===== config.mk =====
export PLATFORM = sky130hd
export DESIGN_NAME = xor_share_arbiter
export DESIGN_NICKNAME = d
export VERILOG_FILES = /design/src/rtl/xor_share_pkg.sv /design/src/rtl/xor_share_arbiter_rr.sv /design/src/rtl/xor_share_arbiter.sv
export SDC_FILE = /design/constraint.sdc
export NUM_CORES = 1
export LEC_CHECK = 0
export ABC_AREA = 1
export CAP_MARGIN = 10
export CORE_MARGIN = 2
export CORE_UTILIZATION = 46
export CTS_BUF_LIST = sky130_fd_sc_hd__clkbuf_8
export DETAILED_ROUTE_END_ITERATION = 12
export GPL_TIMING_DRIVEN = 0
export PLACE_DENSITY_LB_ADDON = 0.15
export SETUP_SLACK_MARGIN = 0.02
export SKIP_CTS_REPAIR_TIMING = 1
export SLEW_MARGIN = 20
export SYNTH_ARGS = -nofsm -noshare
export SYNTH_HDL_FRONTEND = slang
export SYNTH_HIERARCHICAL = 1
export SYNTH_SLANG_ARGS = --single-unit

===== constraint.sdc =====
create_clock -name clk -period 4.8 [get_ports clk]
set_clock_uncertainty 0.1 [all_clocks]
set_input_delay 0.48 -clock clk [delete_from_list [all_inputs] [get_ports clk]]
set_output_delay 0.48 -clock clk [all_outputs]
set_load 0.01 [all_outputs]

===== src/rtl/xor_share_pkg.sv =====
// rtl/xor_share_pkg.sv - shared types and defaults for the XOR share arbiter
package xor_share_pkg;

  localparam int N_DEF     = 4;
  localparam int WIDTH_DEF = 8;

  typedef enum logic {
    S_IDLE = 1'b0,
    S_HOLD = 1'b1
  } state_t;

endpackage


===== src/rtl/xor_share_arbiter_rr.sv =====
// rtl/xor_share_arbiter_rr.sv - combinational round-robin grant search
// Search order is ptr, ptr+1, ..., N-1, 0, ..., ptr-1; gnt is masked by en, gnt_idx/any are not.
module rr_arbiter #(
  parameter int N   = 4,
  parameter int IDW = $clog2(N)
) (
  input  logic [N-1:0]   req,
  input  logic [IDW-1:0] ptr,
  input  logic           en,
  output logic [N-1:0]   gnt,
  output logic [IDW-1:0] gnt_idx,
  output logic           any
);

  int w_j;

  always_comb begin
    gnt     = '0;
    gnt_idx = '0;
    any     = 1'b0;
    w_j     = 0;
    for (int k = 0; k < N; k++) begin
      w_j = int'(ptr) + k;
      if (w_j >= N) w_j = w_j - N;
      if (!any && req[w_j]) begin
        any     = 1'b1;
        gnt_idx = IDW'(w_j);
      end
    end
    if (en && any) gnt[gnt_idx] = 1'b1;
  end

endmodule


===== src/rtl/xor_share_arbiter.sv =====
// rtl/xor_share_arbiter.sv - round-robin sharing of one registered XOR unit among N requesters
// Results are tagged with the owning requester index; only req_ready is combinational.
module xor_share_arbiter
  import xor_share_pkg::*;
#(
  parameter int N     = N_DEF,
  parameter int WIDTH = WIDTH_DEF,
  parameter int IDW   = $clog2(N)
) (
  input  logic                 clk,
  input  logic                 rst_n,
  input  logic [N-1:0]         req_valid,
  input  logic [N*WIDTH-1:0]   req_x,
  input  logic [N*WIDTH-1:0]   req_y,
  output logic [N-1:0]         req_ready,
  output logic                 rsp_valid,
  output logic [WIDTH-1:0]     rsp_z,
  output logic [IDW-1:0]       rsp_id,
  input  logic                 rsp_ready
);

  state_t           r_state;
  state_t           w_state_nxt;
  logic [IDW-1:0]   r_ptr;
  logic             r_rsp_valid;
  logic [WIDTH-1:0] r_rsp_z;
  logic [IDW-1:0]   r_rsp_id;

  logic             w_can_accept;
  logic             w_en;
  logic [N-1:0]     w_gnt;
  logic [IDW-1:0]   w_gnt_idx;
  logic             w_any;
  logic             w_accept;
  logic             w_load;
  logic             w_clear;
  logic [WIDTH-1:0] w_x;
  logic [WIDTH-1:0] w_y;
  logic [IDW-1:0]   w_ptr_nxt;

  // Gating by rst_n keeps req_ready low for the whole reset, not just after the first edge.
  assign w_can_accept = (r_state == S_IDLE) || (r_state == S_HOLD && rsp_ready);
  assign w_en         = w_can_accept && rst_n;
  assign w_accept     = w_en && w_any;

  rr_arbiter #(
    .N   (N),
    .IDW (IDW)
  ) u_rr_arbiter (
    .req     (req_valid),
    .ptr     (r_ptr),
    .en      (w_en),
    .gnt     (w_gnt),
    .gnt_idx (w_gnt_idx),
    .any     (w_any)
  );

  assign w_x       = req_x[int'(w_gnt_idx)*WIDTH +: WIDTH];
  assign w_y       = req_y[int'(w_gnt_idx)*WIDTH +: WIDTH];
  assign w_ptr_nxt = (w_gnt_idx == IDW'(N-1)) ? '0 : w_gnt_idx + 1'b1;

  always_ff @(posedge clk or negedge rst_n) begin
    if (!rst_n) begin
      r_state <= S_IDLE;
    end else begin
      r_state <= w_state_nxt;
    end
  end

  always_comb begin
    w_state_nxt = r_state;
    case (r_state)
      S_IDLE: if (w_accept) w_state_nxt = S_HOLD;
      S_HOLD: begin
        if (w_accept)       w_state_nxt = S_HOLD;
        else if (rsp_ready) w_state_nxt = S_IDLE;
      end
      default: w_state_nxt = S_IDLE;
    endcase
  end

  // A drain and refill on the same edge is just a load; clear only when nothing replaces the result.
  always_comb begin
    req_ready = w_gnt;
    w_load    = w_accept;
    w_clear   = 1'b0;
    if (r_state == S_HOLD && rsp_ready && !w_accept) w_clear = 1'b1;
  end

  always_ff @(posedge clk or negedge rst_n) begin
    if (!rst_n) begin
      r_ptr       <= '0;
      r_rsp_valid <= 1'b0;
      r_rsp_z     <= '0;
      r_rsp_id    <= '0;
    end else if (w_load) begin
      r_ptr       <= w_ptr_nxt;
      r_rsp_valid <= 1'b1;
      r_rsp_z     <= w_x ^ w_y;
      r_rsp_id    <= w_gnt_idx;
    end else if (w_clear) begin
      r_rsp_valid <= 1'b0;
    end
  end

  assign rsp_valid = r_rsp_valid;
  assign rsp_z     = r_rsp_z;
  assign rsp_id    = r_rsp_id;

endmodule


After elaboration in Yosys (flattened, before gate mapping)
Index checks and enable logic that the tools add are counted.
{"block": "totals", "output_inout_bits": 15, "word_cells": 77, "latchBits": 0, "regBits": 14, "mem_bits_rw": 0, "mem_bits_ro": 0, "in_bits": 71, "n_memories": 0}
{"block": "op_classes", "n_shift": 2, "mux": 35, "n_eq_ne": 1, "n_mul": 0, "addsub": 8, "reduce_logical": 14, "n_div": 0, "bitwise": 2, "magnitude_cmp": 10}
{"cell": "32-bit by 4-bit < comparator with 1-bit output, second input constant", "count": 4}
{"cell": "32-bit two-way mux", "count": 4}
{"cell": "32-bit by 4-bit greater-or-equal comparator with 1-bit output, second input constant", "count": 3}
{"cell": "32-bit by 4-bit subtractor with 32-bit output, second input constant", "count": 3}
{"cell": "32-bit by 6-bit indexed part select with 8-bit output", "count": 2}
{"cell": "1-bit two-way mux", "count": 19}
{"cell": "2-bit two-way mux", "count": 5}
{"cell": "1-bit binary-select mux with 2-bit select", "count": 4}
{"cell": "1-bit logical AND", "count": 8}
{"cell": "8-bit XOR", "count": 1}
{"cell": "2-bit by 2-bit adder with 3-bit output, second input constant", "count": 2}
{"cell": "1-bit zero test", "count": 4}
{"cell": "4-bit two-way mux", "count": 1}
{"cell": "2-bit by 3-bit subtractor with 4-bit output, second input constant", "count": 1}
{"cell": "2-bit by 1-bit adder with 3-bit output, second input constant", "count": 1}
{"cell": "2-bit by 3-bit greater-or-equal comparator with 1-bit output, second input constant", "count": 1}
{"cell": "2-bit by 3-bit < comparator with 1-bit output, second input constant", "count": 1}
{"cell": "2-bit by 1-bit adder with 2-bit output, second input constant", "count": 1}
{"cell": "1-bit demux with 2-bit select", "count": 1}
{"cell": "2-bit equality test, second input constant", "count": 1}
{"cell": "2-bit by 1-bit greater-or-equal comparator with 1-bit output, second input constant", "count": 1}
{"cell": "1-bit case mux with 2 select lines", "count": 1}
{"cell": "2-bit nonzero test", "count": 1}
{"cell": "1-bit logical OR", "count": 1}
{"cell": "1-bit NOT", "count": 1}

Depth between registers and ports, before layout
Gate-level depths: netlist of the first run.
{"block": "depth", "depth_word": 21, "ltp_mapped": 21}

Cells and area by module
Netlist of the first run, hierarchy kept.
{"mod": "xor_share_arbiter", "seq_area_each_um2": 350.3, "n_inst": 1, "cells_each": 280, "area_each_um2": 1492.7}
{"mod": "rr_arbiter", "seq_area_each_um2": 0.0, "n_inst": 1, "cells_each": 73, "area_each_um2": 322.8}

Worst setup path after synthesis of the first run
OpenSTA, ideal clock, no wires.
{"block": "synth_timing", "path_type": "input to register", "start": "input port req_valid[2]", "end": "register r_rsp_z[2] (netlist: rsp_z[2])", "stages": 18, "n_path_buf": 2, "required_ns": 4.583, "setup_slack_ns": 2.760, "setup_time_ns": 0.117, "arrival_ns": 1.822, "path_cell_list": "inv_1 -> nand2_4 -> nand3_1 -> nand2_1 -> inv_1 -> nand2_1 -> nand2_1 -> nand2_1 -> nor2_1 -> buf_6 -> inv_4 -> buf_6 -> nand2_1 -> nand3_1 -> nand2_1 -> nand2_1 -> nand3_1 -> nand2_1"}
{"block": "synth_via", "elab_chain_len": 15, "elab_cells_between_ends": 30, "cone_classes": "shift (2); mux (20); bitwise (1); reduce/logical (7)"}
{"element": "start, declared", "line": "xor_share_arbiter.sv:12", "source": "input logic [N-1:0] req_valid,"}
{"element": "1-bit binary-select mux with 2-bit select", "line": "xor_share_arbiter_rr.sv:25", "source": "if (!any && req[w_j]) begin"}
{"element": "1-bit two-way mux (not written as such) (2 in a row)", "line": "xor_share_arbiter_rr.sv:25"}
{"element": "1-bit two-way mux", "line": "xor_share_arbiter_rr.sv:25"}
{"element": "1-bit zero test", "line": "xor_share_arbiter_rr.sv:25"}
{"element": "1-bit logical AND", "line": "xor_share_arbiter_rr.sv:25"}
{"element": "1-bit two-way mux", "line": "xor_share_arbiter_rr.sv:25"}
{"element": "1-bit zero test", "line": "xor_share_arbiter_rr.sv:25"}
{"element": "1-bit logical AND", "line": "xor_share_arbiter_rr.sv:25"}
{"element": "1-bit two-way mux", "line": "xor_share_arbiter_rr.sv:25"}
{"element": "1-bit zero test", "line": "xor_share_arbiter_rr.sv:25"}
{"element": "1-bit logical AND", "line": "xor_share_arbiter_rr.sv:25"}
{"element": "2-bit two-way mux (*)", "line": "xor_share_arbiter_rr.sv:25"}
{"element": "via w_gnt_idx[0]", "line": "xor_share_arbiter.sv:32", "source": "logic [IDW-1:0] w_gnt_idx;"}
{"element": "32-bit by 6-bit indexed part select with 8-bit output (on tied branches)", "line": "xor_share_arbiter.sv:58, xor_share_arbiter.sv:59"}
{"element": "8-bit XOR (*)", "line": "xor_share_arbiter.sv:99", "source": "r_rsp_z <= w_x ^ w_y;"}
{"element": "end signal, assigned", "line": "xor_share_arbiter.sv:99"}
{"element": "end, declared", "line": "xor_share_arbiter.sv:26", "source": "logic [WIDTH-1:0] r_rsp_z;"}
The timed path passes the listed nets; every way through them passes the cells marked *. The select of a mux whose other input is x is not followed.
A chain may end at the register's enable or synchronous reset.

Worst setup path after layout of the first run
{"block": "layout_timing", "start": "input port rst_n", "end": "output port req_ready[2]"}
{"block": "layout_via", "elab_chain_len": 3}
{"element": "start, declared", "line": "xor_share_arbiter.sv:11", "source": "input logic rst_n,"}
{"element": "1-bit logical AND", "line": "xor_share_arbiter.sv:43", "source": "assign w_en = w_can_accept && rst_n;"}
{"element": "via w_en", "line": "xor_share_arbiter.sv:30", "source": "logic w_en;"}
{"element": "1-bit logical AND", "line": "xor_share_arbiter_rr.sv:30", "source": "if (en && any) gnt[gnt_idx] = 1'b1;"}
{"element": "4-bit two-way mux", "line": "xor_share_arbiter_rr.sv:30"}
{"element": "end, declared", "line": "xor_share_arbiter.sv:15", "source": "output logic [N-1:0] req_ready,"}
The timed path passes the listed nets, and every way through them passes these cells.

==> flow_summary.toml, run 1 <==
[clock_network]
cts_tree = "built"
worstSkewPairLatency_ns = 0.25
clk_pin_slew_ns = 0.06
cts_inserted_buffers = 3
cts_max_level = 1
cts-root-buf = "clkbuf_8"
cts.sink_count = 14
clockBufferDepth = 2

[synthesis]
synthFlopType = "dfrtp_1"
synth_top_area_share = 0.325
yosys_warnings = 6
synth-seq-cells = 14
synth_nets = 425
syn_inst = 353
syn_area_um2 = 1820
synth_cell_types = 20
yosysMostFrequentCell = "nand2_1"
yosysSeqAreaShare = 0.193
yosysTopAreaCell = "nand2_1"
synth_edf_count = 0
syn_area_per_cell_um2 = 5.14
synthArstFlopShare = 1.00
ys_top_cells_by_area = "nand2_1 (32%), dfrtp_1 (19%), inv_1 (19%)"
synth_commonest_cells = "nand2_1 (157), inv_1 (93), nand3_1 (48)"

[flow_run]
max_cap_violations = 0

[setup_path]
worstPathArrival_ns = 2.54
worst_path_dominant_cell_family = "buffers and inverters"
crit_required_ns = 4.22
critPathLaunchType = "primary input"
crit_buf_inv = 4
crit_fanout = 15
max_stage_delay_ns = 0.88
r2r_start = "r_ptr[1]$_DFFE_PN0P_"
critPathLaunch = "rst_n"
cp_slowest_cell = "clkdlybuf4s50_1"
path_class = "primary input to primary output"
worstPathCellList = "clkdlybuf4s50_1 > inv_1 > nor2_2 > nand2_1 > inv_1 > nand2_1 > nor2_1 > clkdlybuf4s50_1"
rr_worst_depth = 17
cp-end-kind = "primary output"
cp.depth = 8

[sta]
fin_tns_setup_ns = 0
finalHoldViolCount = 0
post-route-worst-setup-slack_ns = 1.68
max_freq_ghz = 0.321
period_share = 0.650
tightest_slew_ns = 0.638
final_max_slew_viol_count = 0
relSlewSlack = 0.574
setup_viol = 0
fin_crit_ns = 3.12
rsz0062_at_grt = "no"
whs_ns = 0.383

[global_route]
grt_pass1_vias = 2146
overflow = 0
grt_usage = 0.242
grt_first_pass_wirelength_um = 8450
grt_max_degree = 16
antenna_found_initial = 0

[pwr]
vdd_ir_drop_max_v = 0.000422
power_mw = 2.04
power_density_nw_per_um2 = 732
p_leak_nw = 1.69

[detailed_routing]
num_vias = 2217
ant_nets = 0
via_per_inst = 4.52
route.detailed.drc = 0
finalWirelength_um = 4950
drtIter0Drc = 89
drt_pass1_iterations = 4
drt-wirelength-per-cell_um = 10.1

[placement]
io_buffers = 85
dp.final_hpwl_um = 4070
place_congestion = 0.829
place_ws_ns = 1.63
placedCellCount = 486

[floorplanning]
num_rows = 22
dieArea_um2 = 4460
initial_core_util = 0.489
io_pins = 86
core_area_um2 = 3720
die_w_um = 66.8
die_y_um = 66.8

[worst_hold_path]
hp-class = "register to register"
min_path_cells = 2
hold_start = "rsp_z[6]$_DFFE_PN0P_"

[outcome]
outcome = "finished, final reports clean"

[cells_and_area]
stdcell_count = 490
drive_above_1_share = 0.0588
nets = 515
syn2layout_area_growth_pct = 53.2
diodes = 0
## report_power, final
group	internal, mW	switching, mW
Sequential	0.179	0.0401
Clock	0.0727	0.0418
Combinational	0.699	1.00
## stage by stage
step | instance area [um^2] | util
finish | 2780 | 0.748
global route | 2780 | 0.748
floorplan | 1820 | -
CTS | 2780 | 0.748
global placement | 2730 | 0.734
detailed placement | 2730 | 0.734
## worst paths after layout
path                                         endpoint  slack [ns]
worst max register to register   rsp_z[7]$_DFFE_PN0P_        2.35
worst min register to register   rsp_z[6]$_DFFE_PN0P_        0.38
max in group asynchronous        rsp_z[5]$_DFFE_PN0P_        3.66
worst min-delay path             rsp_z[6]$_DFFE_PN0P_        0.38
worst max-delay path                     req_ready[2]        1.68
min in group asynchronous       rsp_valid$_DFFE_PN0P_        0.53
## cells by family (layout without fill, tap and decap cells)
group           Yosys count  after routing  synth area share
simple gates            224            224             0.516
buf+inv                 110            199             0.272
flops                    14             14             0.193
compound gates            4              4            0.0124
fa+ha+maj                 1              1           0.00689
## tightest hold or removal path, stage by stage (launching register included)
cell     delay (ns)
dfrtp_1        0.34
nand2_1        0.05
nand2_1        0.05
## flip-flops by register name (all words and copies together), names as in the netlist
name       count
r_ptr          2
r_state        1
rsp_id         2
rsp_valid      1
rsp_z          8
## metal layers
layer | vias to the layer above | global-route usage | part of all wire
li1 | 1190 | - | -
met1 | 937 | 0.268 | 0.39
met2 | 75 | 0.468 | 0.53
met3 | 15 | 0.0270 | 0.049
met4 | 0 | 0.0867 | 0.031
met5 | - | 0 | 0
## final cells by class
| cell class | count | area, um^2 |
|---|---|---|
| multi-input combinational | 229 | 972 |
| fill | 311 | 935 |
| timing repair buffer | 85 | 851 |
| inverter | 97 | 374 |
| sequential | 14 | 350 |
| buffer | 13 | 119 |
| tap | 48 | 60.1 |
| clock buffer | 4 | 55.1 |
## layout by cell type, fill, tap and decap left out
cell,count
nand2_1,157
inv_6,1
inv_4,2
nand4_1,2
and2_1,1
nor2_1,10
buf_4,4
clkdlybuf4s50_1,85
ha_1,1
nand3_1,48
nand2_2,1
o21a_1,1
clkbuf_8,4
buf_6,7
buf_2,2
nand2_4,2
clkinv_1,1
nand3_2,1
dfrtp_1,14
o21ai_0,3
inv_1,93
nor2_2,2
Power figures use the tool's default switching activity.
==> run 2: changes to the inputs <==
--- a/config.mk
+++ b/config.mk
@@ -8,7 +8,7 @@
 export ABC_AREA = 1
 export CAP_MARGIN = 10
 export CORE_MARGIN = 2
-export CORE_UTILIZATION = 46
+export CORE_UTILIZATION = 43
 export CTS_BUF_LIST = sky130_fd_sc_hd__clkbuf_8
 export DETAILED_ROUTE_END_ITERATION = 12
 export GPL_TIMING_DRIVEN = 0
==> constraint.sdc (replaced) <==
create_clock -name clk -period 3.2 [get_ports clk]
set_clock_uncertainty 0.1 [all_clocks]
set_input_delay 0.32 -clock clk [delete_from_list [all_inputs] [get_ports clk]]
set_output_delay 0.32 -clock clk [all_outputs]
set_load 0.01 [all_outputs]
==> flow_summary.toml, run 2 (synthesized netlist as in run 1, its figures left out) <==
[outcome]
outcome = "finished, final reports clean"

[detailed_routing]
finalWirelength_um = 4700
drt-wirelength-per-cell_um = 9.55
drt_pass1_iterations = 4
route.detailed.drc = 0
via_per_inst = 4.35
ant_nets = 0
num_vias = 2140
drtIter0Drc = 78

[floorplanning]
die_y_um = 69.0
io_pins = 86
num_rows = 23
core_area_um2 = 4030
die_w_um = 69.0
dieArea_um2 = 4760
initial_core_util = 0.451

[clock_network]
cts_tree = "built"
cts_max_level = 1
worstSkewPairLatency_ns = 0.24
clk_pin_slew_ns = 0.06
cts.sink_count = 14
cts_inserted_buffers = 3
cts-root-buf = "clkbuf_8"
clockBufferDepth = 2

[flow_run]
max_cap_violations = 0

[cells_and_area]
diodes = 0
fin_util = 0.691
final_common_cell = "nand2_1"
mostFrequentLayoutCells = "nand2_1 (157), inv_1 (93), clkdlybuf4s50_1 (85)"
nFillCells = 392
nets = 515
drive_above_1_share = 0.0588
largest_reg_flops = 8
design_area_um2 = 2780
syn2layout_area_growth_pct = 53.3

[placement]
dpl-instance-area_um2 = 2730
place_congestion = 0.827
io_buffers = 85
place_ws_ns = 0.380
dp.final_hpwl_um = 3830

[pwr]
power_density_nw_per_um2 = 1090
p_leak_nw = 1.69
vdd_ir_drop_max_v = 0.000513

[sta]
setup_viol = 0
final_max_slew_viol_count = 0
fin_tns_setup_ns = 0
fin_crit_ns = 2.82
post-route-worst-setup-slack_ns = 0.385
period_share = 0.880
finalHoldViolCount = 0
max_freq_ghz = 0.355
tightest_slew_ns = 0.636
relSlewSlack = 0.575
rsz0062_at_grt = "no"

[global_route]
grt_max_degree = 16
grt_first_pass_wirelength_um = 7850
overflow = 0
antenna_found_initial = 0
grt_usage = 0.213
grt_pass1_vias = 1981

[setup_path]
max_stage_delay_ns = 0.88
cp-end-kind = "primary output"
worst_path_dominant_cell_family = "buffers and inverters"
crit_buf_inv = 4
worstPathCellList = "clkdlybuf4s50_1 > inv_1 > nor2_2 > nand2_1 > inv_1 > nand2_1 > nor2_1 > clkdlybuf4s50_1"
path_class = "primary input to primary output"
crit_required_ns = 2.78
r2r_setup_slack_ns = 0.82
critPathLaunchType = "primary input"
worstPathArrival_ns = 2.40
cp_slowest_cell = "clkdlybuf4s50_1"
crit_fanout = 15

[worst_hold_path]
hp-class = "primary input to asynchronous set/reset pin"
-- run 2: power by group --
part	internal (mW)	switching (mW)
clock network	0.109	0.0592
logic	1.05	1.48
registers	0.269	0.0571
total	1.42	1.60
-- run 2: layout make-up --
type / instances / area, um^2 / share of cell area
Multi-Input combinational cell: 229 / 972 / 0.349
Timing Repair Buffer: 85 / 851 / 0.306
Inverter: 97 / 374 / 0.134
Sequential cell: 14 / 350 / 0.126
Buffer: 13 / 119 / 0.0427
Tap cell: 50 / 62.6 / 0.0225
Clock buffer: 4 / 55.1 / 0.0198
-- run 2: path summary, 6_finish.rpt --
kind / to / startpoint / cells after the start
max in group asynchronous: rsp_z[7]$_DFFE_PN0P_ / rst_n / 1
hold reg to reg: rsp_z[3]$_DFFE_PN0P_ / rsp_z[3]$_DFFE_PN0P_ / 2
setup reg to reg: rsp_z[5]$_DFFE_PN0P_ / r_ptr[1]$_DFFE_PN0P_ / 16
setup / recovery: req_ready[1] / rst_n / 8
hold / removal: rsp_valid$_DFFE_PN0P_ / rst_n / 1
min in group clk: rsp_z[3]$_DFFE_PN0P_ / rsp_z[3]$_DFFE_PN0P_ / 2
-- run 2: per-stage QoR --
step	instances	hold slack [ns]	power, mW
after global placement	488	0.367	2.82
final	492	0.372	3.02
after floorplan	353	-0.0756	2.18
after CTS	492	0.385	3.06
after detailed placement	488	0.370	2.88
after global routing	492	0.411	3.41
-- run 2: per-layer routing --
| layer | wire [um] | track usage | vias to the layer above | part of all wire |
|---|---|---|---|---|
| li1 | - | - | 1187 | - |
| met3 | 270 | 0.0390 | 2 | 0.057 |
| met5 | 0 | 0 | - | 0 |
| met2 | 2420 | 0.430 | 63 | 0.52 |
| met4 | 19 | 0.0147 | 0 | 0.0040 |
| met1 | 1980 | 0.237 | 888 | 0.42 |
